### config.mk
export PLATFORM = sky130hd
export DESIGN_NAME = fcounter_seq
export DESIGN_NICKNAME = d
export VERILOG_FILES = /design/src/rtl/fcounter_seq.sv
export SDC_FILE = /design/constraint.sdc
export NUM_CORES = 1
export LEC_CHECK = 0
export ABC_CLOCK_PERIOD_IN_PS = 6900
export CORE_ASPECT_RATIO = 0.75
export CORE_MARGIN = 1.5
export CORE_UTILIZATION = 25
export CTS_CLUSTER_SIZE = 12
export DETAILED_ROUTE_END_ITERATION = 10
export GPL_TIMING_DRIVEN = 0
export REMOVE_ABC_BUFFERS = 1
export SETUP_SLACK_MARGIN = 0.3
export SLEW_MARGIN = 20
export SYNTH_ARGS = -nofsm -noshare
export SYNTH_HDL_FRONTEND = slang
export SYNTH_SLANG_ARGS = --single-unit
### constraint.sdc
create_clock -name clk -period 6.9 [get_ports clk]
set_input_delay 2.07 -clock clk [delete_from_list [all_inputs] [get_ports clk]]
set_output_delay 2.07 -clock clk [all_outputs]
set_load 0.01 [all_outputs]
### src/rtl/fcounter_seq.sv
// Initiator for the fcounter measurement handshake: runs cfg_nmeas measurements
// per start request and reports count, sum, min and max of the captured samples.
module fcounter_seq #(
  parameter int unsigned N  = 8,
  parameter int unsigned CW = 4,
  parameter int unsigned TW = 16
) (
  input  logic            clk,
  input  logic            rstb,
  input  logic            start,
  input  logic            abort,
  input  logic [CW-1:0]   cfg_nmeas,
  input  logic [TW-1:0]   cfg_timeout,
  output logic            fcounter_ce,
  output logic            fcounter_som,
  input  logic            fcounter_eom,
  input  logic            fcounter_rdy,
  input  logic [N-1:0]    fcounter_adata,
  output logic            busy,
  output logic            done,
  output logic            err_timeout,
  output logic            err_abort,
  output logic [CW-1:0]   res_count,
  output logic [N+CW-1:0] res_sum,
  output logic [N-1:0]    res_min,
  output logic [N-1:0]    res_max
);

  localparam int unsigned SW = N + CW;

  typedef enum logic [2:0] {
    S_IDLE     = 3'd0,
    S_WAIT_RDY = 3'd1,
    S_SOM      = 3'd2,
    S_WAIT_LOW = 3'd3,
    S_WAIT_EOM = 3'd4,
    S_CAPTURE  = 3'd5,
    S_DONE     = 3'd6
  } state_t;

  state_t        state_q;
  state_t        state_d;
  logic [CW-1:0] nmeas_q;
  logic [TW-1:0] tmo_q;
  logic [TW-1:0] wd_q;

  logic          accept;
  logic          capture;
  logic          wd_clr;
  logic          set_tmo;
  logic          set_abort;
  logic          wd_hit;
  logic [CW-1:0] count_inc;

  assign wd_hit    = (tmo_q != '0) && (wd_q == tmo_q);
  assign count_inc = res_count + CW'(1);

  // State register
  always_ff @(posedge clk or negedge rstb) begin
    if (!rstb) begin
      state_q <= S_IDLE;
    end else begin
      state_q <= state_d;
    end
  end

  // Next-state decode; abort outranks capture and watchdog in every busy state but DONE
  always_comb begin
    state_d   = state_q;
    accept    = 1'b0;
    capture   = 1'b0;
    wd_clr    = 1'b0;
    set_tmo   = 1'b0;
    set_abort = 1'b0;
    case (state_q)
      S_IDLE: begin
        if (start && !abort) begin
          accept  = 1'b1;
          wd_clr  = 1'b1;
          state_d = (cfg_nmeas == '0) ? S_DONE : S_WAIT_RDY;
        end
      end
      S_DONE: begin
        state_d = S_IDLE;
      end
      default: begin
        if (abort) begin
          set_abort = 1'b1;
          state_d   = S_DONE;
        end else begin
          case (state_q)
            S_WAIT_RDY: begin
              if (fcounter_rdy && fcounter_eom) begin
                state_d = S_SOM;
              end else if (wd_hit) begin
                set_tmo = 1'b1;
                state_d = S_DONE;
              end
            end
            S_SOM: begin
              wd_clr  = 1'b1;
              state_d = S_WAIT_LOW;
            end
            S_WAIT_LOW: begin
              if (!fcounter_eom) begin
                wd_clr  = 1'b1;
                state_d = S_WAIT_EOM;
              end else if (wd_hit) begin
                set_tmo = 1'b1;
                state_d = S_DONE;
              end
            end
            S_WAIT_EOM: begin
              if (fcounter_eom) begin
                state_d = S_CAPTURE;
              end else if (wd_hit) begin
                set_tmo = 1'b1;
                state_d = S_DONE;
              end
            end
            S_CAPTURE: begin
              capture = 1'b1;
              state_d = (count_inc == nmeas_q) ? S_DONE : S_SOM;
            end
            default: begin
              state_d = S_IDLE;
            end
          endcase
        end
      end
    endcase
  end

  // Watchdog reads 1 in the first cycle of each wait state, so it fires on cycle cfg_timeout
  always_ff @(posedge clk or negedge rstb) begin
    if (!rstb) begin
      wd_q <= '0;
    end else if (wd_clr) begin
      wd_q <= TW'(1);
    end else begin
      wd_q <= wd_q + TW'(1);
    end
  end

  // Run configuration, latched on an accepted start
  always_ff @(posedge clk or negedge rstb) begin
    if (!rstb) begin
      nmeas_q <= '0;
      tmo_q   <= '0;
    end else if (accept) begin
      nmeas_q <= cfg_nmeas;
      tmo_q   <= cfg_timeout;
    end
  end

  // Result accumulation and sticky error flags
  always_ff @(posedge clk or negedge rstb) begin
    if (!rstb) begin
      res_count   <= '0;
      res_sum     <= '0;
      res_min     <= '0;
      res_max     <= '0;
      err_timeout <= 1'b0;
      err_abort   <= 1'b0;
    end else if (accept) begin
      res_count   <= '0;
      res_sum     <= '0;
      res_min     <= '0;
      res_max     <= '0;
      err_timeout <= 1'b0;
      err_abort   <= 1'b0;
    end else begin
      if (capture) begin
        res_count <= count_inc;
        res_sum   <= res_sum + SW'(fcounter_adata);
        if (res_count == '0) begin
          res_min <= fcounter_adata;
          res_max <= fcounter_adata;
        end else begin
          if (fcounter_adata < res_min) res_min <= fcounter_adata;
          if (fcounter_adata > res_max) res_max <= fcounter_adata;
        end
      end
      if (set_tmo)   err_timeout <= 1'b1;
      if (set_abort) err_abort   <= 1'b1;
    end
  end

  // Registered handshake/status outputs decoded from the next state
  always_ff @(posedge clk or negedge rstb) begin
    if (!rstb) begin
      fcounter_ce  <= 1'b0;
      fcounter_som <= 1'b0;
      busy         <= 1'b0;
      done         <= 1'b0;
    end else begin
      fcounter_ce  <= (state_d != S_IDLE) && (state_d != S_DONE);
      fcounter_som <= (state_d == S_SOM);
      busy         <= (state_d != S_IDLE);
      done         <= (state_d == S_DONE);
    end
  end

endmodule

# --- Word-level counts from Yosys, hierarchy flattened ---
# Index checks and enable logic that the tools add are counted.
word_totals:
  register_bits: 77
  input_bits: 34
  word_cells: 93
op_classes:
  n_addsub: 3
  order_cmp: 2
  n_eq_ne: 11
  mux: 45
  n_reduce_logical: 18
ops:
  columns: ["operator", "count"]
  rows:
  - ["$mux 8", 8]
  - ["$mux 12", 2]
  - ["$mux 3", 8]
  - ["$mux 1", 19]
  - ["$add 16x1->16 const B", 1]
  - ["$eq 16x16->1", 1]
  - ["$mux 16", 1]
  - ["$reduce_bool 16->1", 1]
  - ["$pmux 3 s5", 1]
  - ["$add 12x8->12", 1]
  - ["$eq 3x3->1 const B", 4]
  - ["$eq 3x2->1 const B", 3]
  - ["$reduce_bool 3->1", 3]
  - ["$gt 8x8->1", 1]
  - ["$logic_not 4->1", 2]
  - ["$lt 8x8->1", 1]
  - ["$mux 4", 2]
  - ["$pmux 3 s2", 1]
  - ["$reduce_bool 2->1", 3]
  - ["$add 4x1->4 const B", 1]
  - ["$eq 4x4->1", 1]
  - ["$logic_and 1x1->1", 4]
  - ["$pmux 1 s2", 2]
  - ["$reduce_and 2->1", 2]
  - ["6 further kinds", 6]

# --- Depth between registers and ports, before layout ---
depth:
  word_depth: 9
  depth_mapped: 10
  ltp_nobuf: 10

# --- Least setup slack after synthesis ---
# No wires, ideal clock.
synth_path:
  path_kind: "input port to flip-flop"
  start: "input port fcounter_adata[0]"
  end: "register res_sum[10]"
  t_arrival_ps: 3818
  t_required_ps: 6775
  path_slack_ps: 2957
  stages: 10
  n_path_buf: 0
  cell_sequence: "ha_1 -> inv_1 -> fa_1 -> nor2b_1 -> o21a_1 -> o21ai_1 -> a21oi_1 -> o21ai_0 -> a211oi_1 -> mux2_2"
synth_between:
  elab_chain_cells: 3
synth_lines:
  columns: ["element", "line", "source"]
  rows:
  - ["start: declaration", "18", "input logic [N-1:0] fcounter_adata,"]
  - ["$add 12x8->12", "175", "res_sum <= res_sum + SW'(fcounter_adata);"]
  - ["$mux 12", "173", "if (capture) begin"]
  - ["$mux 12", "165", "end else if (accept) begin"]
  - ["end signal: assignment", "175", null]
  - ["end: declaration", "24", "output logic [N+CW-1:0] res_sum,"]
# Every way passes these cells. The select of a mux whose other input is x is not followed.
# A chain may end at the register's enable or synchronous reset.

# --- Worst setup path in the final report ---
# Ends and elaborated chain as after synthesis.

==> flow_summary.ini <==
[logic_synthesis]
synth_enable_flop_cells = 0
synth.distinct_cells = 61
synth_warnings = 0
synth_register_bits = 77
postSynth.topFlopCell = sky130_fd_sc_hd__dfrtp_1
async_set_or_reset_flop_fraction_in_the_synthesized_netlist_pct = 100
postSynthCellCount = 431
synthesized_cell_area_sq_mm = 0.00441
synthesis.area_per_instance_sq_um = 10.2
synth-seq-area-share_pct = 43.7

[job]
drv_cap = 0

[layout]
multi_input_area_sq_mm = 0.00231
num-nets-final = 566
antenna_cells = 0
layout_common_cells = sky130_fd_sc_hd__dfrtp_1 (77), sky130_fd_sc_hd__clkdlybuf4s50_1 (70), sky130_fd_sc_hd__nor2_1 (46), sky130_fd_sc_hd__nand2_1 (30), sky130_fd_sc_hd__inv_1 (28)
areaGrowthSynthToFinish_pct = 28.9
mostFrequentLayoutCell = sky130_fd_sc_hd__dfrtp_1
post_route_cells_drive_above_1_share_pct = 11.6
fillers = 1717
seqCellArea_sq_mm = 0.00193
design_area_sq_mm = 0.00568

[sta]
setup-violations-final = 0
timing_max_transition_violations_final = 0
layout_worst_path_cycle_share_pct = 66.1
fin_ws_ns = 2.34
period_needed_ns = 4.56
worst_slew_margin_rel_pct = 38.6
worst_slew_pin_slew_ns = 0.918
setup_total_negative_slack_ns = 0
fin_worst_skew_ns = 0.00889
unrepaired_setup_endpoints_after_global_routing = false
fmax_ghz = 0.219
report.final.hold_viol_count = 0

[clock_tree]
htree_num_levels = 3
cts.repair_timing.setup_buffer_count = 0
numClockSinks = 77
cts_tree = done
cts-resized-gates = 0
total_of_hold_buffers_inserted_after_clock_tree_synthesis = 0
worst_skew_pair.late_latency_ns = 0.34
clkSlewWorstSetupHoldPaths_ns = 0.06
numCtsBuffers = 9
cts.root.buffer_cell = sky130_fd_sc_hd__clkbuf_16
clk_path_buf_depth = 2

[drt]
routed-via-count = 3407
remaining_drc_errors = 0
detail_route.wl_per_cell_um = 14.5
route.final.wire_length_mm = 10.8
vias_per_cell = 4.57
number_of_drc_markers_after_the_initial_detailed_route_iteration = 218
ant_nets = 0
drt-pass1-iter-count = 4

[place]
placement.setup.worst_slack_ns = 2.00
dpl-instance-area_sq_mm = 0.00540
place.gp.congestion = 0.778
hpwl_mm = 8.20
port_buffers = 71

[run_status]
status = completed

[setup_path]
critical_path.reg2reg.endpoint = res_sum[10]
crit_type = in -> reg
timing.critical_path.from = fcounter_adata[0]
timing.critical_path.from_type = input port
reg2reg_from = res_sum[0]
r2r_cell_count = 10
worst_ep_arrival_ns = 4.79
critical_path.max_fanout = 5
reg2reg_slack_ns = 4.26
critical_path_required_ns = 7.13
endpoint_kind = flop

[floorplan]
area_of_the_core_sq_mm = 0.0170
ios = 72
die_height_um = 118
die_width_um = 156
fp-row-count = 41
die_area_sq_mm = 0.0184
floorplan.initialDensity_pct = 25.9

[hold_path]
timing.hold.worst.start = err_timeout
whs_path_depth = 2
min_delay_worst_endpoint = err_timeout
worstHoldPathType = reg -> reg

[pwr]
total_power_mw = 2.03
power_density_mw_per_mm2 = 357
ir_worst_vdd_v = 0.000111
cellLeakagePower_nw = 2.44

[global_routing]
gr-usage-all-layers_pct = 12.4
largest_net_degree_at_the_start_of_global_routing = 40
grt_pass1_wl_mm = 17.9
number_of_antenna_violations_at_the_first_check_in_global_routing = 0
number_of_global_route_vias_before_repair = 3418
grt_remaining_overflow = 0
==> power breakdown <==
group / total [mW] / internal, mW / leakage (nW) / switching, mW
clock: 0.443 / 0.246 / 0.129 / 0.197
sequential: 0.772 / 0.600 / 0.999 / 0.172
combinational: 0.811 / 0.427 / 1.31 / 0.383
total: 2.03 / 1.27 / 2.44 / 0.753
==> cells in the mapped netlist, drive strengths merged (2+ instances only) <==
| cell type | count | area, sq um |
|---|---|---|
| dfrtp | 77 | 1930 |
| nor2 | 47 | 184 |
| nand2 | 30 | 113 |
| inv | 28 | 105 |
| ha | 26 | 325 |
| o21ai | 25 | 129 |
| mux2 | 22 | 248 |
| xor2 | 22 | 193 |
| a21oi | 19 | 95.1 |
| mux2i | 16 | 160 |
| xnor2 | 15 | 131 |
| buf | 10 | 57.6 |
| nor4 | 9 | 77.6 |
| nand4 | 8 | 50.1 |
| or3 | 7 | 43.8 |
| a21o | 6 | 45.0 |
| nor2b | 6 | 37.5 |
| and3 | 5 | 32.5 |
| nand3 | 5 | 25.0 |
| a211oi | 4 | 35.0 |
| nand2b | 4 | 32.5 |
| a31oi | 3 | 48.8 |
| clkbuf | 3 | 11.3 |
| o21a | 3 | 22.5 |
| a211o | 2 | 17.5 |
| a22o | 2 | 17.5 |
| a22oi | 2 | 15.0 |
| a31o | 2 | 17.5 |
| and2 | 2 | 12.5 |
| o211ai | 2 | 20.0 |
| or2 | 2 | 12.5 |
==> how the worst max path moves through the flow <==
stage | end | depth (start not counted)
global placement | res_count[2] | 6
detailed placement | res_sum[10] | 11
finish | res_sum[10] | 11
global route | res_sum[10] | 11
CTS | res_sum[10] | 11
floorplan | res_count[2] | 5
==> cell type report <==
class | count | area share (%)
clock buffer | 10 | 4.03
clock inverter | 6 | 0.815
inverter | 28 | 1.85
multi-input combinational | 313 | 40.7
sequential | 77 | 33.9
tap | 236 | 5.20
timing repair buffer | 76 | 13.5
==> sequential cells by signal, summed over array words and instances, names as in the netlist, 3 cells and up <==
signal and flops:
res_sum 12, nmeas_q 4, state_q 3, res_min 8, res_max 8, res_count 4, tmo_q 16, wd_q 16
==> metal layers <==
layer  wire, um  track usage, %  vias up  part of all wire, %
li1           -               -     1657                    -
met1       5310            17.2     1661                   49
met2       4700            18.2       80                   44
met3        651            3.42        9                  6.0
met4        130            5.00        0                  1.2
met5          0               0        -                    0
==> cells by family after synthesis <==
family	Yosys count	synth area share [%]
AO/OA/AOI/OAI	81	12.7
XOR/XNOR	37	7.35
adder cells (fa/ha/maj)	27	7.84
buffers and inverters	41	3.95
flip-flops	77	43.7
multiplexers	38	9.26
AND/OR/NAND/NOR	130	15.2
==> critical path: stages <==
cell	delay (ns)
sky130_fd_sc_hd__clkdlybuf4s50_1	0.56
sky130_fd_sc_hd__ha_1	0.20
sky130_fd_sc_hd__inv_1	0.05
sky130_fd_sc_hd__fa_1	0.40
sky130_fd_sc_hd__nor2b_1	0.13
sky130_fd_sc_hd__o21a_1	0.15
sky130_fd_sc_hd__o21ai_1	0.10
sky130_fd_sc_hd__a21oi_1	0.22
sky130_fd_sc_hd__o21ai_0	0.17
sky130_fd_sc_hd__a211oi_1	0.34
sky130_fd_sc_hd__mux2_2	0.37
==> through the flow <==
step	utilization, %	hold slack (ns)	instances
final	33.3	0.510	746
after floorplan	-	0.488	418
after detailed placement	31.7	0.495	730
after global routing	33.3	0.547	746
after CTS	33.3	0.514	746
after global placement	31.4	0.491	725
Note: power is estimated with default switching activity, not from simulation.
